<file path="src/rtl/sm_pkg.sv">
// Shared helpers for the parametrised sequencer: width math and parameter legality.
package sm_pkg;

    // Ceiling log2 for positive values; returns 0 for value <= 1.
    function automatic int clog2(input int value);
        int result;
        result = 32'sd0;
        while ((32'sd1 << result) < value) begin
            result = result + 32'sd1;
        end
        return result;
    endfunction

    // Width of the state index; at least one bit so a 1-bit port is always legal.
    function automatic int state_width(input int num_states);
        int w;
        w = clog2(num_states);
        return (w < 32'sd1) ? 32'sd1 : w;
    endfunction

    // True when the sequencer parameter set describes a realisable machine.
    function automatic bit params_ok(
        input int num_states,
        input int skip_from,
        input int skip_to,
        input int dwell
    );
        return (num_states >= 32'sd2) &&
               (skip_from >= 32'sd0) &&
               (skip_from < skip_to) &&
               (skip_to <= num_states - 32'sd1) &&
               (dwell >= 32'sd1);
    endfunction

endpackage

</file>
<file path="src/rtl/sm_dwell_counter.sv">
// Dwell counter: counts enabled cycles in the current state and flags the
// cycle on which the state may advance.
module sm_dwell_counter
    import sm_pkg::*;
#(
    parameter int DWELL = 1
)(
    input  logic clk,
    input  logic reset_n,
    input  logic enable,
    input  logic clr,
    output logic done
);

    generate
        if (DWELL == 1) begin : g_single
            // Every enabled cycle is an advance, so no storage is needed.
            logic tie_unused_s;
            assign tie_unused_s = clk ^ reset_n ^ clr;
            assign done         = enable;
        end else begin : g_count
            localparam int            CW       = clog2(DWELL);
            localparam logic [CW-1:0] CNT_LAST = CW'(DWELL - 1);
            localparam logic [CW-1:0] CNT_ONE  = CW'(1);
            localparam logic [CW-1:0] CNT_ZERO = CW'(0);

            logic [CW-1:0] cnt_r;

            assign done = enable && (cnt_r == CNT_LAST);

            // Count enabled cycles, restart on advance or clear, hold when disabled.
            always_ff @(posedge clk) begin
                if (!reset_n) begin
                    cnt_r <= CNT_ZERO;
                end else if (clr) begin
                    cnt_r <= CNT_ZERO;
                end else if (enable) begin
                    if (cnt_r == CNT_LAST) begin
                        cnt_r <= CNT_ZERO;
                    end else begin
                        cnt_r <= cnt_r + CNT_ONE;
                    end
                end else begin
                    cnt_r <= cnt_r;
                end
            end
        end
    endgenerate

endmodule

</file>
<file path="src/rtl/sm_seq_param.sv">
// Parametrised Moore sequencer: N states, one branch point, per-state dwell,
// enable/hold, illegal-encoding recovery and selectable output register.
module sm_seq_param
    import sm_pkg::*;
#(
    parameter int  NUM_STATES = 4,
    parameter int  SKIP_FROM  = 1,
    parameter int  SKIP_TO    = 3,
    parameter int  DWELL      = 1,
    parameter int  OUT_REG    = 0,
    localparam int W          = state_width(NUM_STATES)
)(
    input  logic         clk,
    input  logic         reset_n,
    input  logic         enable,
    input  logic         control,
    output logic [W-1:0] y,
    output logic         wrap,
    output logic         state_err
);

    localparam int           WE       = W + 1;
    localparam logic [W-1:0] ST_FIRST = {W{1'b0}};
    localparam logic [W-1:0] ST_ONE   = W'(1);
    localparam logic [W-1:0] ST_LAST  = W'(NUM_STATES - 1);
    localparam logic [W-1:0] SKIP_SRC = W'(SKIP_FROM);
    localparam logic [W-1:0] SKIP_DST = W'(SKIP_TO);
    localparam logic [W:0]   ST_LIMIT = WE'(NUM_STATES);

    generate
        if (!params_ok(NUM_STATES, SKIP_FROM, SKIP_TO, DWELL)) begin : g_bad_params
            $error("sm_seq_param: illegal NUM_STATES/SKIP_FROM/SKIP_TO/DWELL combination");
        end
    endgenerate

    logic [W-1:0] state_r;
    logic [W-1:0] state_nxt_s;
    logic         illegal_s;
    logic         advance_s;
    logic         wrap_nxt_s;
    logic         err_nxt_s;
    logic         wrap_r;
    logic         err_r;

    // Encodings at or above NUM_STATES only arise from an upset.
    assign illegal_s = ({1'b0, state_r} >= ST_LIMIT);

    sm_dwell_counter #(
        .DWELL   (DWELL)
    ) u_dwell (
        .clk     (clk),
        .reset_n (reset_n),
        .enable  (enable),
        .clr     (illegal_s),
        .done    (advance_s)
    );

    // Next-state and pulse decode; illegal encodings always fall to recovery.
    always_comb begin
        state_nxt_s = state_r;
        wrap_nxt_s  = 1'b0;
        err_nxt_s   = 1'b0;
        case ({illegal_s, advance_s})
            2'b00: begin
                state_nxt_s = state_r;
            end
            2'b01: begin
                if (state_r == SKIP_SRC) begin
                    if (control) begin
                        state_nxt_s = SKIP_DST;
                    end else begin
                        state_nxt_s = SKIP_SRC + ST_ONE;
                    end
                end else if (state_r == ST_LAST) begin
                    state_nxt_s = ST_FIRST;
                    wrap_nxt_s  = 1'b1;
                end else begin
                    state_nxt_s = state_r + ST_ONE;
                end
            end
            default: begin
                state_nxt_s = ST_FIRST;
                err_nxt_s   = 1'b1;
            end
        endcase
    end

    // Current-state register and one-cycle status pulses; reset overrides recovery.
    always_ff @(posedge clk) begin
        if (!reset_n) begin
            state_r <= ST_FIRST;
            wrap_r  <= 1'b0;
            err_r   <= 1'b0;
        end else begin
            state_r <= state_nxt_s;
            wrap_r  <= wrap_nxt_s;
            err_r   <= err_nxt_s;
        end
    end

    assign wrap      = wrap_r;
    assign state_err = err_r;

    generate
        if (OUT_REG != 0) begin : g_out_reg
            logic [W-1:0] y_r;

            // Dedicated output flop loaded with the next state, so y tracks state_r glitch-free.
            always_ff @(posedge clk) begin
                if (!reset_n) begin
                    y_r <= ST_FIRST;
                end else begin
                    y_r <= state_nxt_s;
                end
            end

            assign y = y_r;
        end else begin : g_out_comb
            assign y = state_r;
        end
    endgenerate

endmodule

</file>
<file path="config.mk">
export PLATFORM = sky130hd
export DESIGN_NAME = sm_seq_param
export DESIGN_NICKNAME = d
export VERILOG_FILES = /design/src/rtl/sm_pkg.sv /design/src/rtl/sm_dwell_counter.sv /design/src/rtl/sm_seq_param.sv
export SDC_FILE = /design/constraint.sdc
export NUM_CORES = 1
export LEC_CHECK = 0
export ABC_AREA = 0
export BUFFER_PORTS_ARGS = -buffer_cell sky130_fd_sc_hd__buf_2
export CAP_MARGIN = 20
export CORE_AREA = 2 2 39 41
export DETAILED_ROUTE_END_ITERATION = 10
export DIE_AREA = 0 0 41 43
export PLACE_DENSITY = 0.3
export SLEW_MARGIN = 5
export SYNTH_ARGS = -nofsm -noshare
export SYNTH_HDL_FRONTEND = slang
export SYNTH_SLANG_ARGS = --single-unit
</file>
<file path="constraint.sdc">
create_clock -name clk -period 1.44 [get_ports clk]
set_input_delay 0.216 -clock clk [delete_from_list [all_inputs] [get_ports clk]]
set_output_delay 0.216 -clock clk [all_outputs]
set_load 0.02 [all_outputs]
</file>
==> results.md, run 1 <==
* Status: complete, no violations
* Xor/xnor cell area share of the yosys netlist at 0
* Fin crit period at 1.146 ns
* Largest net degree at the start of global routing at 6
* Reg power frac at 0.334
* Largest family of logic cells by synthesized area: adder cells
* Initial DRC count at 2
* VDD IR-drop max at 0.2660 mV
* Post-synthesis sequential area ratio at 0.4138
* Final hold vios at 0
* Number of port buffers at 6
* Worst hold-check path type: in2reg
* Clock power frac at 0.534
* Yosys top cell area share at 0.4138
* Pwr Density at 1326 nW/um2
* Post-Synthesis Net Count at 21
* Remaining antenna violation count at 0
* RR Startpoint: y[1]
* CP Buf/Inv Count at 1
* Synth Area in Compound Gates at 0.1466
* Share of layout cells above drive strength 1 at 0.3750
* Clock tree buffer depth at 2
* R2R setup slack at ~0.29 ns
* Diode count at 0
* Yosys reg bits at 3
* Setup CP Type: reg2reg
* DR pass1 iterations at 2
* Crit path launch: y[1]
* Yosys warns at 0
* Synth cell types at 11
* Row count at 14
* Die Area at 1763 um2
* Family with the most delay on the worst path: flip-flops
* Register-to-Register Path Depth at 4
* Register area at 60.06 um2
* Multi-input logic area at approximately 74 um2
* Placed Cells at 36
* Static Leakage at 0.1162 nW
* Setup repair bufs after CTS at 0
* Max stage delay on crit path at ~0.37 ns
* CP Capture Type: flop
* Final setup viols at 0
* Drc violations at 0
* Layout Nets at 31
* Finished Layout Cells at 40
* Clock skew at 0.004512 ns
* First-pass GRT wire length at between 400 and 500 um
* WL per Instance at about 7.5 um
* Routed vias/inst at between 3 and 4
* Simple-gate portion of the synthesized area at 0.1638
* Worst EP required at 1.60 ns
* Synth top area cells: dfxtp_1 41%, ha_1 17%, and4b_1 6.9%, o211a_1 6.9%, buf_4 5.2%
* CTS tree: done
* Mapped Area at about 150 um2
* CP Cell Sequence: inv_1 > ha_1 > or3_1 > a31oi_1
* Die Y at ~43 um
* Synthesis-to-layout area growth at 47.41%
* PostCTS Resize Cnt at 0
* Clk Latency, worst-skew pair at 0.23 ns
* Hold Path Sink: y[0]
* TritonCTS Buffers at 3
* Final Cycle Share at 0.7960
* Fin Setup TNS at 0 ns
* # IOs at 8
* Post-synthesis instance total at 15
* Comb pwr share at 0.132
* Initial Util at 0.1049
* Max-cap violation count at 0
* Post-synthesis mux area share at 0
* Initial antenna violation count at 0
* Critical path startpoint category: flop
* Grt total ovfl at 0
* H-tree depth reported by CTS at 1
* Reg-to-Reg End: y[0]
* Slew Viols, Final at 0
* Core area at 1384 um2
* Wirelength, routed at 300 um
* Post-Syn Area per Cell at 9.676 um2
* Worst-path maximum fanout at 4
* RSZ-0062 raised after global routing: no
* Root Buffer: clkbuf_4
* Vias after detailed routing at about 130
* Reg clk slew, reported paths at 0.04 ns
* Upper clock frequency limit at 872.4 MHz
* Min-Delay Startpoint: enable
* Internal power consumption at 209.4 uW
* Crit path max-delay cell type: dfxtp_1
* Routability-driven placement congestion ratio at 0.5103
* Clock sink total at 3
* Total track usage at 0.04714
* Die width at 41 um
* Vias in the first global route at 122
* Switching power total at 74.27 uW
* Top cell type by total area after synthesis: dfxtp_1
* Hold path depth at 2
* Switch share at 0.2618
* Fill cell count at 168
* WP data arrival at 1.31 ns
* Post-CTS Hold Fix Bufs at 0
* Adder-Cell Fraction of Synth Area at 0.1724
[power by group through the flow]
| stage | combinational (mW) | clock, mW | sequential [mW] |
|---|---|---|---|
| floorplan | 0.0197 | 0 | 0.102 |
| global placement | 0.0371 | 0 | 0.0959 |
| detailed placement | 0.0378 | 0 | 0.0962 |
| CTS | 0.0379 | 0.160 | 0.0948 |
| global route | 0.0418 | 0.169 | 0.0955 |
| finish | 0.0374 | 0.151 | 0.0948 |
[layout by cell type (no fill, tap or decap), drive strengths merged]
cell type  instances
dfxtp              3
and4b              1
o211a              1
clkbuf             4
buf                6
a31oi              1
nand2              2
o21ai              1
conb               1
or3                1
ha                 2
inv                1
[per-stage QoR]
stage	power [mW]	hold WS, ns	worst slack [ns]	area [um2]	utilization
3_5_place_dp	0.1340	0.4654	0.2924	187.7	0.1356
3_3_place_gp	0.1330	0.4649	0.3034	187.7	0.1356
6_report	0.2837	0.2165	0.2938	214.0	0.1546
2_1_floorplan	0.1218	0.3162	0.2196	145.1	-
5_1_grt	0.3063	0.2298	0.1952	214.0	0.1546
4_1_cts	0.2929	0.2093	0.2814	214.0	0.1546
[cell families after synthesis]
kind of cell / after synthesis
other: 1
DFF: 3
buffers and inverters: 2
adders and majority gates: 2
AOI/OAI and AO/OA: 3
and+or+nand+nor: 4
[worst register-to-register path, cell delays in order (launching register included)]
cell     delay [ns]
dfxtp_1        0.37
inv_1          0.06
ha_1           0.19
or3_1          0.30
a31oi_1        0.15
[cells in the mapped netlist (all sizes together)]
cell   number
a31oi       1
and4b       1
buf         1
conb        1
dfxtp       3
ha          2
inv         1
nand2       2
o211a       1
o21ai       1
or3         1
[worst max path at each step]
stage / end / slack, ns / depth (start not counted)
detailed placement: y[0] / 0.29 / 4
CTS: y[0] / 0.28 / 4
global route: y[0] / 0.20 / 4
global placement: y[0] / 0.30 / 4
floorplan: y[0] / 0.22 / 4
finish: y[0] / 0.29 / 4
[routing by layer]
metal / vias up / track usage / part of all wire
met5: - / 0 / 0
met4: 0 / 0.04000 / 0
met3: 0 / 0.06283 / 0.15
met2: 6 / 0.04688 / 0.44
met1: 58 / 0.04487 / 0.40
li1: 69 / - / -
[cell type report]
type	instances	area share
multi-input cells	10	0.3450
clock buffers	4	0.1228
inverters	1	0.01754
well taps	16	0.09357
repair buffers	6	0.1404
flip-flops and latches	3	0.2807
[state kept, by name (all words and copies together) (netlist names)]
register and flops:
y 2, wrap 1
No activity file was read; power rests on OpenSTA's default activity.
==> run 2: changes to the inputs <==
==> constraint.sdc (replaced) <==
create_clock -name clk -period 0.95 [get_ports clk]
set_input_delay 0.1425 -clock clk [delete_from_list [all_inputs] [get_ports clk]]
set_output_delay 0.1425 -clock clk [all_outputs]
set_load 0.02 [all_outputs]
==> results.md, run 2 (synthesis gave the netlist of run 1 again) <==
* VDD IR-drop max at 0.3842 mV (+44%)
* Post-DP HPWL at 218.7 um
* Worst hold-check path type: in2reg
* Finished Layout Cells at 42 (+5.0%)
* Remaining antenna violation count at 0 (unchanged)
* Hold path depth at 2 (unchanged)
* Routability-driven placement congestion ratio at 0.5577 (+9.3%)
* Placement Setup Slack at -0.09725 ns (-0.3897 ns)
* WL per Instance at 7.167 um (-4.4%)
* Die Y at 43 um (unchanged)
* Worst-path maximum fanout at 5 (+1)
* Largest net degree at the start of global routing at 6 (unchanged)
* Clock tree buffer depth at 2 (unchanged)
* Critical path startpoint category: flop
* Crit path launch: y[0]
* Vias in the first global route at 119 (-2.5%)
* Reg clk slew, reported paths at 0.04 ns (about the same)
* TritonCTS Buffers at 3 (unchanged)
* Synthesis-to-layout area growth at 73.28%
* Most common cell after layout, fill and taps aside: buf_2
* Slew Viols, Final at 0 (unchanged)
* Fin Setup TNS at -0.1026 ns (-0.1026 ns)
* Number of port buffers at 6 (unchanged)
* Core area at 1384 um2 (unchanged)
* CP Capture Type: flop
* R2R setup slack at -0.1 ns (-0.39 ns)
* Grt total ovfl at 0 (unchanged)
* # IOs at 8 (unchanged)
* Fin crit period at 1.050 ns (-0.09629 ns)
* Max stage delay on crit path at 0.35 ns (-0.02 ns)
* Final hold vios at 0 (unchanged)
* First-pass GRT wire length at 462 um (unchanged)
* Family with the most delay on the worst path: flip-flops
* Status: finished, violations left
* Min-Delay Startpoint: enable
* H-tree depth reported by CTS at 1 (unchanged)
* Root Buffer: clkbuf_4
* CP Buf/Inv Count at 0 (-1)
* Worst EP required at 1.11 ns (-0.49 ns)
* Routed vias/inst at 3.286 (-1.2%)
* Initial Util at 0.1049 (unchanged)
* Row count at 14 (unchanged)
* Clock skew at 0.004711 ns (+0.0001992 ns)
* Placed Cells at 38 (+5.6%)
* DR pass1 iterations at 4 (+2)
* Initial DRC count at 5 (+3)
* Layout Nets at 33 (+6.5%)
* Overall Power at 448.3 uW (+58%)
* CTS tree: done
* Final setup viols at 2 (+2)
* Total track usage at 0.04910 (+0.001957)
* Register-to-Register Path Depth at 3 (-1)
* Failing checks: setup timing
* WP data arrival at 1.21 ns (-0.10 ns)
* Utilization after layout at 0.1817 (+0.02713)
* Drc violations at 0 (unchanged)
* Reg-to-Reg End: y[0]
* Crit path max-delay cell type: dfxtp_4
* Final Cycle Share at 1.105 (+0.3092)
* Clk Latency, worst-skew pair at 0.23 ns (about the same)
* Pwr Density at 1783 nW/um2 (+34%)
* Post-CTS Hold Fix Bufs at 0 (unchanged)
* Max-cap violation count at 0 (unchanged)
* Die width at 41 um (unchanged)
* Max FFs per register at 2 (unchanged)
* Hold Path Sink: y[0]
* DP Area at 215.2 um2 (+15%)
* Wirelength, routed at 301 um (+0.33%)
* Setup WS post-layout at -0.09995 ns (-0.3937 ns)
* Share of layout cells above drive strength 1 at 0.6154 (+0.2404)
* Final Cell Area at 251.5 um2 (+18%)
* Clock sink total at 3 (unchanged)
* Vias after detailed routing at 138 (+3.8%)
* RSZ-0062 raised after global routing: yes
* Static Leakage at 0.1259 nW (+8.4%)
* RR Startpoint: y[0]
* Diode count at 0 (unchanged)
* CP Cell Sequence: ha_2 > or3_1 > a31oi_1
* Setup CP Type: reg2reg
* Die Area at 1763 um2 (unchanged)
* Upper clock frequency limit at 952.4 MHz (+9.2%)
* Most frequent cells in the layout: 5 x buf_2, 3 x clkbuf_4
* Worst hold slack at 0.1443 ns (-0.07220 ns)
* Initial antenna violation count at 0 (unchanged)
[run 2: changes by cell type in the layout (fill, tap and decap cells not counted), moves of 2 or more]
| cell | previous run | this run |
|---|---|---|
| buf_6 | 0 | 2 |
| dfxtp_1 | 3 | 1 |
| dfxtp_4 | 0 | 2 |
| ha_1 | 2 | 0 |
| ha_2 | 0 | 2 |
[run 2: report_power, final]
group / internal [mW] / switching (mW)
Clock: 0.158 / 0.0691
Sequential: 0.135 / 0.00924
Combinational: 0.0410 / 0.0360
[run 2: worst reg2reg max path, cell delays in order (launching register included)]
cell	delay [ns]
dfxtp_4	0.35
ha_2	0.18
or3_1	0.33
a31oi_1	0.12
[run 2: cell type report]
cell class / instances / area (um2)
clock buffers: 4 / 26.28
fillers: 157 / 1132
inverters: 1 / 3.754
multi-input cells: 10 / 78.83
flip-flops and latches: 3 / 67.56
well taps: 16 / 20.02
repair buffers: 8 / 55.05
[run 2: per-layer routing]
layer	wire length, um	share of wire	track usage	vias up
met5	0	0	0	-
met3	55	0.18	0.05236	2
li1	-	-	-	72
met2	97	0.32	0.03750	7
met1	142	0.47	0.04792	57
met4	6	0.020	0.08000	0
[run 2: worst max path at each step]
stage          slack (ns)  cells past startpoint  endpoint
3_3_place_gp        -0.09                      3      y[0]
5_1_grt             -0.15                      3      y[0]
3_5_place_dp         -0.1                      3      y[0]
2_1_floorplan       -0.10                      3      y[0]
4_1_cts             -0.10                      3      y[0]
6_report             -0.1                      3      y[0]
[run 2: timing repair]
action,in CTS,in global routing
setup endpoints to repair,2,4
gates cloned,0,0
gates resized for setup,3,0
setup buffers,0,0
